[src/rtl/spi_send_scheduler.sv]
// Round-robin arbiter feeding a word FIFO whose head is serialised MSB byte first
// onto the SPI slave byte lane, paced by the SPI core's ready strobe.
module spi_send_scheduler #(
    parameter int DATA_WIDTH     = 32,
    parameter int SPI_DATA_WIDTH = 8,
    parameter int NUM_SRC        = 4,
    parameter int DEPTH          = 4
) (
    input  logic                              clk,
    input  logic                              rst,
    input  logic [NUM_SRC-1:0]                req,
    input  logic [NUM_SRC*DATA_WIDTH-1:0]     data_in,
    output logic [NUM_SRC-1:0]                grant,
    input  logic                              spi_ready,
    input  logic                              spi_start,
    output logic [SPI_DATA_WIDTH-1:0]         data_out_byte,
    output logic                              frame_done,
    output logic                              busy,
    output logic [$clog2(DEPTH):0]            fifo_count,
    output logic                              overflow
);
    localparam int BYTES = DATA_WIDTH / SPI_DATA_WIDTH;
    localparam int AW    = $clog2(DEPTH);
    localparam int CW    = AW + 1;
    localparam int SW    = (NUM_SRC > 1) ? $clog2(NUM_SRC) : 1;
    localparam int BW    = (BYTES > 1) ? $clog2(BYTES) : 1;
    localparam int OW    = $clog2(DEPTH * BYTES + 1);

    localparam logic [CW-1:0] FULL_CNT  = CW'(DEPTH);
    localparam logic [BW-1:0] LAST_BYTE = BW'(BYTES - 1);
    localparam logic [OW-1:0] STARVE_LIM = OW'(DEPTH * BYTES - 1);

    localparam logic [0:0] IDLE = 1'b0;
    localparam logic [0:0] SEND = 1'b1;

    logic [DATA_WIDTH-1:0] mem [DEPTH];
    logic [AW-1:0]         wr_ptr, rd_ptr, rd_n;
    logic [CW-1:0]         count, count_n;
    logic [SW-1:0]         rr_ptr;
    logic [BW-1:0]         byte_idx, idx_n;
    logic [OW-1:0]         starve_cnt;
    logic [0:0]            state;
    logic                  spi_ready_q;

    logic                  push, pop, consume, adv, last, starving;
    int unsigned           grant_idx, arb_src;
    logic [DATA_WIDTH-1:0] push_word, head_n;
    logic [SPI_DATA_WIDTH-1:0] byte_n;

    // Fullness uses the pre-pop count, so a full FIFO never grants in its pop cycle.
    always_comb begin
        grant     = '0;
        push      = 1'b0;
        grant_idx = 0;
        arb_src   = 0;
        if (!rst && count < FULL_CNT) begin
            for (int unsigned k = 0; k < NUM_SRC; k++) begin
                arb_src = (32'(rr_ptr) + k) % NUM_SRC;
                if (!push && req[arb_src]) begin
                    push             = 1'b1;
                    grant_idx        = arb_src;
                    grant[arb_src]   = 1'b1;
                end
            end
        end
    end

    assign push_word = data_in[grant_idx*DATA_WIDTH +: DATA_WIDTH];

    assign consume  = spi_ready_q & ~spi_ready;
    assign last     = (byte_idx == LAST_BYTE);
    assign adv      = consume & (count != '0) & ~spi_start;
    assign pop      = adv & last;
    assign starving = (|req) && (count == FULL_CNT);

    always_comb begin
        idx_n = byte_idx;
        if (spi_start)
            idx_n = '0;
        else if (adv)
            idx_n = last ? '0 : byte_idx + BW'(1);
    end

    assign rd_n = pop ? rd_ptr + AW'(1) : rd_ptr;

    always_comb begin
        count_n = count;
        case ({push, pop})
            2'b10:   count_n = count + CW'(1);
            2'b01:   count_n = count - CW'(1);
            default: count_n = count;
        endcase
    end

    // The output byte is registered, so it is built from the post-edge head; a word
    // written this cycle that becomes the head has to bypass the memory.
    always_comb begin
        head_n = mem[rd_n];
        if (push && rd_n == wr_ptr)
            head_n = push_word;
        byte_n = '0;
        if (count_n != '0)
            byte_n = head_n[DATA_WIDTH-1-int'(idx_n)*SPI_DATA_WIDTH -: SPI_DATA_WIDTH];
    end

    always_ff @(posedge clk) begin
        if (push)
            mem[wr_ptr] <= push_word;
    end

    always_ff @(posedge clk) begin
        if (rst) begin
            wr_ptr        <= '0;
            rd_ptr        <= '0;
            count         <= '0;
            rr_ptr        <= '0;
            byte_idx      <= '0;
            spi_ready_q   <= 1'b0;
            data_out_byte <= '0;
            frame_done    <= 1'b0;
            state         <= IDLE;
            starve_cnt    <= '0;
            overflow      <= 1'b0;
        end else begin
            spi_ready_q   <= spi_ready;
            byte_idx      <= idx_n;
            rd_ptr        <= rd_n;
            count         <= count_n;
            data_out_byte <= byte_n;
            frame_done    <= pop;
            state         <= (count_n != '0) ? SEND : IDLE;
            if (push) begin
                wr_ptr <= wr_ptr + AW'(1);
                rr_ptr <= SW'((grant_idx + 1) % NUM_SRC);
            end
            if (pop || !starving)
                starve_cnt <= '0;
            else if (consume) begin
                if (starve_cnt == STARVE_LIM)
                    overflow <= 1'b1;
                else
                    starve_cnt <= starve_cnt + OW'(1);
            end
        end
    end

    assign busy       = (state == SEND);
    assign fifo_count = count;

endmodule
[config.mk]
export PLATFORM = sky130hd
export DESIGN_NAME = spi_send_scheduler
export DESIGN_NICKNAME = d
export VERILOG_FILES = /design/src/rtl/spi_send_scheduler.sv
export SDC_FILE = /design/constraint.sdc
export NUM_CORES = 1
export LEC_CHECK = 0
export ABC_AREA = 0
export CAP_MARGIN = 40
export CORE_ASPECT_RATIO = 0.6
export CORE_MARGIN = 2
export CORE_UTILIZATION = 41
export CTS_CLUSTER_DIAMETER = 100
export DETAILED_ROUTE_END_ITERATION = 6
export GPL_TIMING_DRIVEN = 0
export PLACE_DENSITY = 0.74
export SLEW_MARGIN = 20
export SYNTH_ARGS = -nofsm -noshare
export SYNTH_HDL_FRONTEND = slang
export SYNTH_SLANG_ARGS = --single-unit
[constraint.sdc]
create_clock -name clk -period 11.11 [get_ports clk]
set_clock_uncertainty 0.2 [all_clocks]
set_input_delay 1.6665 -clock clk [delete_from_list [all_inputs] [get_ports clk]]
set_output_delay 1.6665 -clock clk [all_outputs]
set_load 0.03 [all_outputs]
==> flow_summary.rst <==
.. list-table::
   :header-rows: 1

   * - Metric
     - Value
   * - Final ANT Viol Nets
     - 0
   * - Cells taking the most area after synthesis
     - edfxtp_1, mux4_2, mux2i_1, dfxtp_1, nand2_1
   * - Pre-antenna DRT Iters
     - 5
   * - Register bit total from synthesis
     - 156
   * - Clock latency at the later pin of the worst-skew pair
     - 420 ps
   * - Async SR Flop Fraction
     - 0
   * - Placement Rows
     - 40
   * - Core outline area
     - 0.0199 mm2
   * - Power per standard cell area
     - 195 mW/mm2
   * - Share of the cycle needed by the critical path after routing
     - 0.542
   * - Longest individual stage delay on the worst path
     - 680 ps
   * - Cell class contributing the biggest share of worst-path delay
     - buffers and inverters
   * - Total CTS buffers
     - 17
   * - Cell area after synthesis
     - 0.00827 mm2
   * - Hold buffers post-CTS
     - 0
   * - Sink Count
     - 156
   * - DRT iter0 DRCs
     - 830
   * - Final core utilization
     - 0.540
   * - Most instantiated cells after synthesis
     - edfxtp_1, nand2_1, mux2i_1
   * - Type of the worst setup path
     - in2out
   * - Static leakage
     - 4.01 nW
   * - Maximum clock frequency
     - 166 MHz
   * - Endpoint kind of the worst setup timing path
     - output pin
   * - Slew at the pin with the worst max-slew slack
     - 801 ps
   * - Final setup TNS
     - 0 ps
   * - Share of cell area taken by muxes after synthesis
     - 0.210
   * - CTS-repair resized insts
     - 0
   * - Clock-pin slew on the worst setup and hold paths
     - 60 ps
   * - Congestion Overflow GR
     - 0
   * - Cells along the critical path
     - clkdlybuf4s50_1, buf_2, or3b_1, a211o_1, o21ai_2, a221oi_1, nor2_1, clkdlybuf4s50_1
   * - Prevailing post-synth register cell
     - edfxtp_1
   * - Number of warnings reported in the yosys synthesis log
     - 0
   * - Post-Synth XOR/XNOR Area
     - 0.0115
   * - Most numerous cell in the Yosys netlist
     - edfxtp_1
   * - Signed area change from the synthesized netlist to the final layout
     - 29.9%
   * - Cell with the most instances on the worst path
     - clkdlybuf4s50_1
   * - Average wire per standard cell
     - 21.1 um
   * - Worst endpoint required time
     - 9240 ps
   * - Pin count of the biggest net entering global routing
     - 27
   * - Cell at the root of the clock tree
     - clkbuf_16
   * - Compound-gate portion of the synthesized area
     - 0.0771
   * - Reg-to-reg slack, setup
     - 6310 ps
   * - Wire length of the first global-routing pass
     - 34500 um
   * - Area of combinational cells with multiple inputs
     - 0.00357 mm2
   * - Worst VDD drop
     - 0.000125 V
   * - Half-perimeter wire length after placement
     - 17000 um
   * - IO buf count
     - 150
   * - Nature of the critical path startpoint
     - input pin
   * - Total via count in the routed design
     - 6246
   * - Hold Crit Class
     - reg2reg
   * - Worst-path fanout max
     - 10
   * - Number of filler instances in the final layout
     - 1657
   * - Main combinational cell family by area after synthesis
     - multiplexers
   * - Via density
     - 5.71
   * - Area share of fa/ha/maj cells after synthesis
     - 0.0266
   * - Sequential cell area in the final layout
     - 0.00440 mm2
   * - Number of nets in the layout
     - 960
   * - Number of max-slew violations in the final report
     - 0
   * - # IOs
     - 154
   * - CTS tree
     - yes
   * - Status
     - finished, final reports clean
   * - Synthesized-area fraction occupied by and/or/nand/nor cells
     - 0.106
   * - Initial antenna violation count
     - 0
   * - # Post-CTS Setup Buffers
     - 0
   * - Total routed wirelength
     - 23100 um
   * - Vias in the first global route
     - 5924
   * - H-tree levels
     - 4
   * - Total nets after synthesis
     - 787
   * - Yosys top cell area share
     - 0.465
   * - Y dimension of the die
     - 114 um
   * - Setup-violating endpoint count in the final report
     - 0
   * - RSZ-0062 raised after global routing
     - false
   * - Signal arrival time at the worst endpoint
     - 4150 ps
   * - Worst slew margin relative to its limit
     - 0.464
   * - Share of post-route cells with drive strength above 1
     - 0.152
   * - Worst-path cell with the longest stage delay
     - clkdlybuf4s50_1
   * - Die Area
     - 0.0213 mm2
   * - Synthesized netlist cell count
     - 634
   * - Crit path buf inv count
     - 3
   * - Routability cong.
     - 0.903
   * - Number of buffers between clock root and the deepest sink
     - 2
   * - Starting density of the core
     - 0.416
   * - Sequential cell area fraction in the yosys report
     - 0.533
   * - Drc violations
     - 0
   * - Average instance area after synthesis
     - 13.0 um2
   * - Die boundary width
     - 187 um
   * - Number of endpoints with negative hold slack in the final report
     - 0
   * - Number of unique standard cell types used by synthesis
     - 64
   * - Inserted Diodes
     - 0
   * - Shortest clock period the worst path allows after layout
     - 6020 ps
   * - Max-cap check violation count
     - 0
   * - Cell type with the highest aggregate area in the netlist
     - edfxtp_1
   * - Total routing usage reported by global routing
     - 0.218
   * - Number of enable-type register cells in the synthesized netlist
     - 128
==> power by group <==
part	internal, W	switching, W
logic	0.000305	0.000436
clock network	0.000307	0.000232
registers	0.000781	0.0000297
total	0.00139	0.000697
==> cell families after synthesis <==
kind of cell | count (synthesis)
AOI/OAI and AO/OA | 93
xor gates and xnor gates | 10
adders and majority gates | 17
buffers and inverters | 54
DFF | 156
muxes | 119
and+or+nand+nor | 185
==> tightest hold or removal path, stage by stage (launching register included) <==
cell and delay, ps:
dfxtp_1 310, inv_1 50, o32ai_1 50
==> cells in the final DEF (no fill, tap or decap), types with 6 or more instances in the layout <==
cell type        synthesis  final
nor2_1                  48     48
mux2i_1                 70     70
mux2_2                   6      6
edfxtp_1               128    128
clkbuf_1                10     14
buf_2                   17     17
and3_1                  19     15
nand3_1                  9      9
buf_4                    6      6
ha_1                    16     16
nor3_1                   6      6
clkdlybuf4s50_1          0    150
a21oi_1                 24     24
dfxtp_1                 28     28
o21ai_0                 10     10
inv_1                   13     13
mux4_2                  43     43
clkbuf_16                0     17
a31oi_1                  8      8
nand2_1                 73     73
a22oi_1                 12     12
==> layout make-up <==
type / instances / area share
Inverter: 13 / 0.00454
Tap cell: 273 / 0.0318
Sequential cell: 156 / 0.410
Buffer: 41 / 0.0230
Timing Repair Buffer: 154 / 0.148
Clock buffer: 21 / 0.0410
Multi-Input combinational cell: 424 / 0.333
Clock inverter: 11 / 0.00897
==> flip-flops by register name, summed over array words and instances (netlist names) <==
name and cells:
byte_idx 2, busy 1, starve_cnt 5, frame_done 1, wr_ptr 2, mem 128, spi_ready_q 1, fifo_count 3
rr_ptr 2, rd_ptr 2, data_out_byte 8, overflow 1
==> metrics by stage <==
stage | setup slack, ps | power [W] | instances | hold WS (ps) | instance area [um2]
after CTS | 5090 | 0.00208 | 1093 | 269 | 10700
after detailed placement | 5100 | 0.00155 | 1061 | 260 | 10200
after global placement | 5120 | 0.00154 | 1057 | 246 | 10100
after global routing | 4970 | 0.00218 | 1093 | 302 | 10700
after floorplan | 6070 | 0.00129 | 634 | 271 | 8270
final | 5090 | 0.00209 | 1093 | 265 | 10700
==> worst paths after layout <==
check / startpoint / end / cells past startpoint
max: req[2] / grant[1] / 8
min: overflow / overflow / 2
max reg2reg: rr_ptr[0] / mem[3][30] / 12
min reg2reg: overflow / overflow / 2
==> layer usage <==
metal  track usage  vias to the layer above  routed length, um
met2         0.324                      388               9880
met4        0.0651                        0                447
li1              -                     2789                  -
met1         0.312                     3025              10000
met3        0.0640                       44               2740
met5             0                        -                  0
(Power assumes the default switching activity.)
==> RTL change 1 (same flow settings) <==
Make the reset (`rst`) asynchronous in one clocked block.
--- a/src/rtl/spi_send_scheduler.sv
+++ b/src/rtl/spi_send_scheduler.sv
@@ -108,7 +108,7 @@
             mem[wr_ptr] <= push_word;
     end
 
-    always_ff @(posedge clk) begin
+    always_ff @(posedge clk or posedge rst) begin
         if (rst) begin
             wr_ptr        <= '0;
             rd_ptr        <= '0;
Check against the original RTL: differs if rst is asserted again (counterexample within 4 cycles, from zero or initial values and one cycle with rst high); with rst held inactive, the same outputs for 4 cycles.
==> RTL change 1 against the original RTL <==
- the run now ends with design-rule violations left
- routed wire length up 51%
- register-to-register slack got worse by 0.15 ns
- sequential share of layout area fell by 4.5 points
- hold slack gained 0.022 ns
- sequential cell count unchanged
- area after synthesis up 18%
- design area rose by 16%
- cell count increased by 27%
- global-route usage increased by 6.2 points
- non-clock buffer count increased by 35
- worst setup slack got worse by 0.23 ns
- power decreased by 13%
- maximum frequency is 3.7% lower
- largest power group unchanged
==> RTL change 1: results (changes against the original RTL) <==
Status: finished with violations
Violated checks: design-rule violations
Maximum number of pins on one net before global-route repair: 29 (+7.4%)
DR DRC count: 4 (+4)
Syn_area_per_cell: 11.1 um^2 (-15%)
Wire length of the first global-routing pass: 51.8 mm (+50%)
Area contributors post-synth: edfxtp_1 39%, mux2i_1 13%, dfrtp_1 7.2%, mux2_2 6.3%, nand2_1 3.5%
Final-stage net count: 1216 (+27%)
Largest vdd supply drop: 0.135 mV (+7.6%)
Detailed Routing Iterations Pass 1: 7 (+2)
Actual transition at the worst max-transition pin: 0.931 ns (+0.130 ns)
Data arrival time of the worst path: 4.39 ns (+0.24 ns)
Async set or reset register ratio after synthesis: 17.9% (+18 points)
Detailed-route vias per instance: 6.27 (+9.8%)
Post-layout instance count excluding filler cells: 1392 (+27%)
Length of routed met2 wiring: 14.2 mm (+44%)
Pre-CTS WS: 4.90 ns (-0.202 ns)
Yosys cell types: 65 (+1.6%)
Net Count, Synth: 1035 (+32%)
GR Layer Usage met2: 40.6% (+8.2 points)
Portion of the post-synthesis area used by sequential elements: 46.5% (-6.8 points)
Share of final-layout standard cells stronger than drive strength 1: 14.9% (-0.29 points)
Commonest cells post-synth: 128 x edfxtp_1, 128 x mux2i_1, 90 x nand2_1, 55 x mux2_2, 55 x nor2_1
Combined global-route utilization of all metal layers: 28.1% (+6.2 points)
Met1 capacity usage during global routing: 39.0% (+7.8 points)
RTL change 1: changes by cell type after synthesis, moves of 22 or more:
cell / delta
mux2i_1: +58
mux2_2: +49
a31oi_1: +39
mux4_2: -39
dfrtp_1: +28
dfxtp_1: -28
o21ai_0: +22
RTL change 1: power breakdown:
group	internal [W]	total [W]	switching, W
Clock	0.000302	0.000578	0.000275
Sequential	0.000673	0.000704	0.0000312
Combinational	0.000230	0.000530	0.000300
RTL change 1: cell families (layout without fill, tap and decap cells):
group	after synthesis	count (layout)	synth area share [%]
and+or+nand+nor	233	233	11.2
AOI/OAI and AO/OA	199	199	14.7
muxes	187	187	20.4
DFF	156	156	46.5
buffers and inverters	84	278	4.19
adders and majority gates	16	16	2.12
xor gates and xnor gates	8	8	0.858
RTL change 1: worst paths after layout:
check	from	endpoint	slack, ns	depth (start not counted)
worst min-delay path	overflow	overflow	0.29	1
worst max-delay path	req[3]	grant[3]	4.86	7
worst max register to register	rr_ptr[0]	mem[0][15]	6.16	11
worst min register to register	overflow	overflow	0.29	1
max in group asynchronous	rst	rd_ptr[1]	8.68	2
min in group asynchronous	rst	fifo_count[1]	1.59	2
RTL change 1: critical path: cells and delay by family:
family | cells | cell delay [ns]
mux | 1 | 0.54
simple gates | 2 | 0.60
buf+inv | 3 | 1.40
compound gates | 1 | 0.18
RTL change 1: layout make-up:
| cell class | count | share of cell area [%] |
|---|---|---|
| sequential | 156 | 36.5 |
| multi-input combinational | 643 | 38.8 |
| clock buffer | 17 | 3.42 |
| inverter | 16 | 0.483 |
| tap | 315 | 3.17 |
| clock inverter | 15 | 1.35 |
| timing repair buffer | 162 | 13.4 |
| buffer | 68 | 2.81 |
==> RTL change 2 (same settings) <==
Made on the original files. `DATA_WIDTH`: 32 -> 64.
--- a/src/rtl/spi_send_scheduler.sv
+++ b/src/rtl/spi_send_scheduler.sv
@@ -1,7 +1,7 @@
 // Round-robin arbiter feeding a word FIFO whose head is serialised MSB byte first
 // onto the SPI slave byte lane, paced by the SPI core's ready strobe.
 module spi_send_scheduler #(
-    parameter int DATA_WIDTH     = 32,
+    parameter int DATA_WIDTH     = 64,
     parameter int SPI_DATA_WIDTH = 8,
     parameter int NUM_SRC        = 4,
     parameter int DEPTH          = 4
Ports: changed (resized data_in); port bits go from 154 to 282. No check against the original RTL was run, so the function may have changed too.
==> RTL change 2 against the original RTL <==
- the run now ends with design-rule violations left
- sequential cell count up 130
- routed wire length up 120%
- global-route usage up 4.8 points
- power up 70%
- worst setup slack worse by 0.20 ns
- design area up 79%
- clock power up 74%
- area after synthesis up 79%
- highest routed layer unchanged
==> RTL change 2: results (changes against the original RTL) <==
Number of filler instances in the final layout: 2930 (+77%)
Largest vdd supply drop: 0.104 mV (-17%)
Share of final-layout standard cells stronger than drive strength 1: 10.3% (-4.9 points)
Initial antenna violation count: 1 (+1)
Sum of net half-perimeters after detailed placement: 37.4 mm (+120%)
Maximum fanout encountered on the critical timing path: 8 (-2)
Largest registers ranked by flip-flop count: mem x256, data_out_byte x8, starve_cnt x6
DR DRC count: 5 (+5)
Critical R2R Capture: data_out_byte[7]
Length of routed met2 wiring: 22.5 mm (+130%)
Status: finished with violations
Met3 WL: 6.25 mm (+130%)
CTS H-tree lvls: 1 (-3)
Global placement routability congestion: 0.951 (+5.3%)
Commonest cells post-synth: 256 x edfxtp_1, 189 x mux2i_1, 170 x nand2_1, 55 x nand3_1, 55 x nor2_1
Violated checks: design-rule violations
Wire length of the first global-routing pass: 73.2 mm (+110%)
Yosys cell types: 73 (+14%)
Total of buffers placed on input and output ports: 278 (+85%)
Data arrival time of the worst path: 4.36 ns (+0.21 ns)
Number of enable flip-flop cells after synthesis: 256 (+100%)
TritonCTS Buffers: 26 (+9)
Via count of the first global-routing pass: 11.2k (+88%)
Net Count, Synth: 1439 (+83%)
Maximum clock path buffer count: 3 (+1)
Detailed Routing Iterations Pass 1: 7 (+2)
Detailed-route vias per instance: 6.02 (+5.4%)
Static Leakage: 7.21 nW (+80%)
## RTL change 2: per-stage QoR
| stage | cell area, um^2 | power (W) | setup WS, ns | hold slack (ns) | cells |
|---|---|---|---|---|---|
| 3_5_place_dp | 18300 | 0.00261 | 4.58 | 0.256 | 1910 |
| 5_1_grt | 19200 | 0.00366 | 4.70 | 0.294 | 1958 |
| 6_report | 19200 | 0.00356 | 4.88 | 0.270 | 1959 |
| 3_3_place_gp | 18200 | 0.00258 | 4.74 | 0.247 | 1903 |
| 2_1_floorplan | 14800 | 0.00214 | 6.07 | 0.252 | 1158 |
| 4_1_cts | 19200 | 0.00353 | 4.93 | 0.272 | 1958 |
## RTL change 2: metal layers
layer	vias to the layer above	track usage (%)
met5	-	0
met4	0	9.52
met3	131	6.77
met2	835	40.8
met1	5728	37.0
li1	5100	-
## RTL change 2: how the worst max path moves through the flow
stage	slack [ns]	start	endpoint	cells after the start
3_3_place_gp	4.74	req[1]	data_out_byte[7]	17
3_5_place_dp	4.58	req[1]	data_out_byte[7]	17
5_1_grt	4.70	req[1]	data_out_byte[7]	17
6_report	4.88	req[2]	grant[2]	8
2_1_floorplan	6.07	req[3]	grant[0]	7
4_1_cts	4.93	req[2]	grant[0]	8
## RTL change 2: layout make-up
cell class,instances,area (um^2),area share (%)
sequential,286,8290,43.2
multi-input combinational,782,6000,31.3
timing repair buffer,285,2900,15.1
clock buffer,30,687,3.58
tap,467,584,3.04
buffer,79,494,2.58
clock inverter,18,188,0.978
inverter,11,41.3,0.215
antenna,1,2.50,0.0130
## RTL change 2: logic make-up after synthesis
group | count (synthesis) | synth area share (%)
simple gates | 359 | 11.0
flops | 286 | 56.0
mux | 237 | 18.6
compound gates | 157 | 8.40
buf+inv | 90 | 3.62
fa+ha+maj | 17 | 1.49
xor+xnor | 12 | 0.896
## RTL change 2: worst min-delay path, stage by stage, from the launching register on
cell	delay, ns
dfxtp_1	0.33
nand2b_1	0.05
o41ai_1	0.05
## RTL change 2: power by group
group	internal (W)	switching [W]	total [W]
clock	0.000535	0.000402	0.000938
sequential	0.00141	0.0000404	0.00145
combinational	0.000451	0.000716	0.00117
total	0.00240	0.00116	0.00356
